--- config.mk ---
export PLATFORM = sky130hd
export DESIGN_NAME = hazard_scoreboard_flat
export DESIGN_NICKNAME = d
export VERILOG_FILES = /design/src/rtl/hazard_scoreboard_if.sv /design/src/rtl/hazard_scoreboard.sv /design/src/flat_wrapper.sv
export SDC_FILE = /design/constraint.sdc
export NUM_CORES = 1
export LEC_CHECK = 0
export ABC_AREA = 0
export CORE_MARGIN = 8
export CORE_UTILIZATION = 29
export DETAILED_ROUTE_END_ITERATION = 10
export GPL_TIMING_DRIVEN = 0
export SKIP_CTS_REPAIR_TIMING = 1
export SLEW_MARGIN = 40
export SYNTH_ARGS = -nofsm -noshare
export SYNTH_HDL_FRONTEND = slang
export SYNTH_SLANG_ARGS = --single-unit
--- constraint.sdc ---
create_clock -name CLK -period 2 [get_ports CLK]
set_input_delay 0.5 -clock CLK [delete_from_list [all_inputs] [get_ports CLK]]
set_output_delay 0.5 -clock CLK [all_outputs]
set_load 0.005 [all_outputs]
--- src/rtl/hazard_scoreboard_if.sv ---
// Decode-side hazard bundle: decode operands in, stall/forward selects out.
interface hazard_scoreboard_if #(
    parameter int STAGES  = 3,
    parameter int REG_W   = 5,
    parameter int NUM_SRC = 2
);
    localparam int SW = $clog2(STAGES + 1);

    logic                       advance;
    logic                       flush;
    logic                       id_valid;
    logic                       id_wen;
    logic [REG_W-1:0]           id_wsel;
    logic                       id_isload;
    logic [NUM_SRC*REG_W-1:0]   id_src;
    logic [NUM_SRC-1:0]         id_src_used;
    logic                       stall;
    logic [NUM_SRC*SW-1:0]      fwd_sel;
    logic                       busy;

    modport master (
        output advance, flush, id_valid, id_wen, id_wsel,
        output id_isload, id_src, id_src_used,
        input  stall, fwd_sel, busy
    );

    modport slave (
        input  advance, flush, id_valid, id_wen, id_wsel,
        input  id_isload, id_src, id_src_used,
        output stall, fwd_sel, busy
    );
endinterface

--- src/rtl/hazard_scoreboard.sv ---
// Pending-write shift register with decode stall and forward-select logic.
// Forwarding is enabled by defining HAZARD_FORWARD_EN; otherwise any match stalls.
module hazard_scoreboard #(
    parameter int STAGES   = 3,
    parameter int REG_W    = 5,
    parameter int NUM_SRC  = 2,
    parameter int ALU_LAT  = 1,
    parameter int LOAD_LAT = 2
) (
    input logic          CLK,
    input logic          nRST,
    hazard_scoreboard_if.slave hz
);
    localparam int SW = $clog2(STAGES + 1);

`ifdef HAZARD_FORWARD_EN
    localparam bit FWD_ON = 1'b1;
`else
    localparam bit FWD_ON = 1'b0;
`endif

    // Index 0 holds entry 1 (EX), index STAGES-1 holds writeback.
    logic [STAGES-1:0] valid_q, valid_d;
    logic [STAGES-1:0] load_q, load_d;
    logic [REG_W-1:0]  wsel_q [STAGES];
    logic [REG_W-1:0]  wsel_d [STAGES];

    logic [STAGES-1:0]     rdy;
    logic [NUM_SRC-1:0]    stall_vec;
    logic [NUM_SRC*SW-1:0] fwd_c;
    logic [REG_W-1:0]      src;
    logic                  hit;
    logic                  hit_rdy;
    logic [SW-1:0]         hit_idx;
    logic                  stall_c;
    logic                  ins_valid;

    always_comb begin
        rdy = '0;
        for (int k = 0; k < STAGES; k++) begin
            rdy[k] = FWD_ON & (load_q[k] ? (k + 1 >= LOAD_LAT)
                                         : (k + 1 >= ALU_LAT));
        end
    end

    // Descending scan so the youngest (smallest index) match wins.
    always_comb begin
        stall_vec = '0;
        fwd_c     = '0;
        src       = '0;
        hit       = 1'b0;
        hit_rdy   = 1'b0;
        hit_idx   = '0;
        for (int s = 0; s < NUM_SRC; s++) begin
            src     = hz.id_src[s*REG_W +: REG_W];
            hit     = 1'b0;
            hit_rdy = 1'b0;
            hit_idx = '0;
            for (int k = STAGES - 1; k >= 0; k--) begin
                if (hz.id_src_used[s] && valid_q[k] &&
                    (wsel_q[k] == src) && (src != '0)) begin
                    hit     = 1'b1;
                    hit_rdy = rdy[k];
                    hit_idx = SW'(k + 1);
                end
            end
            stall_vec[s] = hit & ~hit_rdy;
            if (hit && hit_rdy) begin
                fwd_c[s*SW +: SW] = hit_idx;
            end
        end
    end

    assign stall_c   = hz.id_valid & ~hz.flush & (|stall_vec);
    assign ins_valid = hz.id_valid & hz.id_wen & ~hz.flush & ~stall_c &
                       (hz.id_wsel != '0);

    always_comb begin
        valid_d = valid_q;
        load_d  = load_q;
        wsel_d  = wsel_q;
        if (hz.advance) begin
            valid_d[0] = ins_valid;
            load_d[0]  = hz.id_isload;
            wsel_d[0]  = hz.id_wsel;
            for (int k = 1; k < STAGES; k++) begin
                valid_d[k] = valid_q[k-1];
                load_d[k]  = load_q[k-1];
                wsel_d[k]  = wsel_q[k-1];
            end
        end
    end

    always_ff @(posedge CLK or negedge nRST) begin
        if (!nRST) begin
            valid_q <= '0;
            load_q  <= '0;
            for (int k = 0; k < STAGES; k++) begin
                wsel_q[k] <= '0;
            end
        end else begin
            valid_q <= valid_d;
            load_q  <= load_d;
            for (int k = 0; k < STAGES; k++) begin
                wsel_q[k] <= wsel_d[k];
            end
        end
    end

    assign hz.stall   = stall_c;
    assign hz.fwd_sel = fwd_c;
    assign hz.busy    = |valid_q;
endmodule
--- src/flat_wrapper.sv ---
// flat-port wrapper written by rule: the top's interface ports become plain ports
module hazard_scoreboard_flat 
#(
    parameter int STAGES   = 3,
    parameter int REG_W    = 5,
    parameter int NUM_SRC  = 2,
    parameter int ALU_LAT  = 1,
    parameter int LOAD_LAT = 2
)
  (CLK, nRST, hz_advance, hz_flush, hz_id_valid, hz_id_wen, hz_id_wsel, hz_id_isload, hz_id_src, hz_id_src_used, hz_stall, hz_fwd_sel, hz_busy);
  hazard_scoreboard_if #(.STAGES(STAGES), .REG_W(REG_W), .NUM_SRC(NUM_SRC)) hz_i ();
  input logic CLK;
  input logic nRST;
  input wire logic [$bits(hz_i.advance)-1:0] hz_advance;
  input wire logic [$bits(hz_i.flush)-1:0] hz_flush;
  input wire logic [$bits(hz_i.id_valid)-1:0] hz_id_valid;
  input wire logic [$bits(hz_i.id_wen)-1:0] hz_id_wen;
  input wire logic [$bits(hz_i.id_wsel)-1:0] hz_id_wsel;
  input wire logic [$bits(hz_i.id_isload)-1:0] hz_id_isload;
  input wire logic [$bits(hz_i.id_src)-1:0] hz_id_src;
  input wire logic [$bits(hz_i.id_src_used)-1:0] hz_id_src_used;
  output wire logic [$bits(hz_i.stall)-1:0] hz_stall;
  output wire logic [$bits(hz_i.fwd_sel)-1:0] hz_fwd_sel;
  output wire logic [$bits(hz_i.busy)-1:0] hz_busy;
  assign hz_i.advance = hz_advance;
  assign hz_i.flush = hz_flush;
  assign hz_i.id_valid = hz_id_valid;
  assign hz_i.id_wen = hz_id_wen;
  assign hz_i.id_wsel = hz_id_wsel;
  assign hz_i.id_isload = hz_id_isload;
  assign hz_i.id_src = hz_id_src;
  assign hz_i.id_src_used = hz_id_src_used;
  assign hz_stall = hz_i.stall;
  assign hz_fwd_sel = hz_i.fwd_sel;
  assign hz_busy = hz_i.busy;
  hazard_scoreboard #(.STAGES(STAGES), .REG_W(REG_W), .NUM_SRC(NUM_SRC), .ALU_LAT(ALU_LAT), .LOAD_LAT(LOAD_LAT)) u_core (.CLK(CLK), .nRST(nRST), .hz(hz_i));
endmodule
==> out/qor.txt <==
Final setup viols -> 1
storage element area -> 453 sq um
starting DRC count in detailed routing -> 17
setup ws final -> -349 ps
Warnings, synthesis -> 0
total core area -> 3690 sq um
WL per Instance -> 15.5 microns
area of the multi-input gates -> 662 sq um
Unique masters post-synth -> 24
share of cells above drive strength 1 -> 0.321
Max FO, Critical Path -> 4
startpoint types -> register
fraction of power consumed by the clock network -> 0.287
switching share of power -> 0.294
pin count of the biggest net entering global routing -> 19
clock slew at reported path FFs -> 70 ps
die area -> 6080 sq um
Max-slew headroom -> 0.619
CTS Root Cell -> clkbuf_8
pwr/cell area -> 688 nW/um^2
Yosys reg bits -> 18
Layout Utilization -> 0.420
Pint -> 0.000753 W
Clock Skews -> 1.57 ps
drt via density -> 4.65
Antenna Cells -> 0
Rows -> 22
Nets -> 159
Initial Util -> 0.302
Initial DRT Pass Iterations -> 2
Mapped Area -> 1110 sq um
Slew @ Worst Pin -> 571 ps
Switch Pwr -> 0.000313 W
die width -> 78 microns
max cap viols -> 0
CTS Buffer Depth -> 2
routability cong. -> 0.837
Mapped Avg Cell Area -> 11.3 sq um
all-layer global routing usage -> 0.0950
Synth Instances -> 99
Seq/Total Area, Yosys -> 0.404
final setup TNS -> -349 ps
Setup CP Type -> register to primary output
Worst Path Arrival -> 1850 ps
CTS buffer count -> 3
post-route antenna net violation count -> 0
initial antenna violation count -> 0
Fmax -> 0.426 GHz
maximum vdd drop -> 448 uV
Comb power frac -> 0.263
final wirelength -> 2820 microns
H-tree depth -> 1
DR DRC count -> 0
violated checks -> setup timing
fin crit period -> 2350 ps
worst path required time -> 1500 ps
most frequent cells in the layout -> xor2_1 (24), mux2_2 (17), dfrtp_1 (16)
Reg power frac -> 0.450
# port buffers -> 23
commonest non-fill, non-tap cell in the layout -> xor2_1
Area Growth Syn to Fin -> 38.8%
hpwl dp -> 2140 microns
via count -> 847
Clock Latency Late Sink -> 260 ps
Sink Count -> 18
layout filler cell count -> 372
LEAKAGE -> 0.703 nW
CTS tree -> yes
Place WS -> -1120 ps
total gr overflow -> 0
final worst path period share -> 1.17
# IOs -> 30
Hold Violations, Final -> 0
outcome -> finished with violations
Slew Limit Fails -> 0
Hold WC Path Type -> input port to async pin
vias in the first global route -> 960
crit end category -> primary output
Final Instance Area -> 1550 sq um
placed inst area -> 1420 sq um
RSZ-0062 raised after global routing -> true
global-route wire length before repair -> 4640 microns
die height -> 78 microns
## path summary, 6_finish.rpt
| check | start | endpoint | slack [ps] | depth (start not counted) |
|---|---|---|---|---|
| max reg2reg | u_core.wsel_q[2] | u_core.valid_q[0] | 340 | 5 |
| max in group asynchronous | nRST | u_core.wsel_q[6] | 1530 | 1 |
| min reg2reg | u_core.wsel_q[6] | u_core.wsel_q[6] | 550 | 1 |
| min | nRST | u_core.wsel_q[3] | 160 | 1 |
| max | u_core.wsel_q[11] | hz_stall | -350 | 6 |
| min in group CLK | u_core.wsel_q[6] | u_core.wsel_q[6] | 550 | 1 |
## layout make-up
type                            instances  area share
Buffer                                  6      0.0251
Timing Repair Buffer                   28       0.178
Inverter                                1     0.00243
Multi-Input combinational cell         77       0.428
Sequential cell                        18       0.293
Tap cell                               48      0.0388
Clock buffer                            4      0.0356
## critical path, cell delays in order (launching register included)
cell,delay (ps)
dfrtp_1,440
xor2_1,200
nor4_2,350
nand3_1,120
a31o_2,240
a21oi_2,130
buf_2,120
## synth_stat cells (all sizes together)
master,instances,share of area
xor2,24,0.19
dfrtp,18,0.40
mux2,17,0.17
nand3,6,0.027
nor4,6,0.039
xnor2,6,0.047
buf,5,0.031
a31o,2,0.016
o21ai,2,0.0090
or4,2,0.013
a211oi,1,0.0067
a21oi,1,0.0045
a32o,1,0.0090
clkbuf,1,0.0034
conb,1,0.0034
inv,1,0.0034
nand2,1,0.0034
nand2b,1,0.0056
nor2,1,0.0034
nor3,1,0.0045
or3,1,0.0056
## layer usage
metal  vias to the layer above  share of wire  track usage
met4                         0          0.026       0.0537
met2                        21           0.49        0.155
li1                        410              -            -
met5                         -              0            0
met3                         7          0.051       0.0276
met1                       409           0.43        0.109
## power groups by stage
stage               registers [W]  clock network [W]  logic [W]
global placement         0.000484                  0   0.000247
detailed placement       0.000488                  0   0.000250
CTS                      0.000480           0.000309   0.000253
floorplan                0.000468                  0   0.000158
finish                   0.000480           0.000305   0.000280
global route             0.000486           0.000338   0.000307
## kinds of logic (layout without fill, tap and decap cells)
| kind of cell | count (synthesis) | count (layout) | share of synthesized area |
|---|---|---|---|
| xor+xnor | 30 | 30 | 0.236 |
| buf+inv | 7 | 39 | 0.0381 |
| simple gates | 19 | 19 | 0.102 |
| other cells | 1 | 4 | 0.00336 |
| mux | 17 | 17 | 0.172 |
| compound gates | 7 | 7 | 0.0449 |
| flops | 18 | 18 | 0.404 |
## metrics by stage
stage	total power, W	hold slack (ps)	instances
3_5_place_dp	0.000737	568	173
6_report	0.00107	162	182
3_3_place_gp	0.000731	546	173
2_1_floorplan	0.000626	204	102
4_1_cts	0.00104	585	177
5_1_grt	0.00113	197	182
## flip-flops by register name, indices dropped and copies added (netlist names)
register        flops
u_core.wsel_q      15
u_core.valid_q      3
Power figures use the tool's default switching activity.
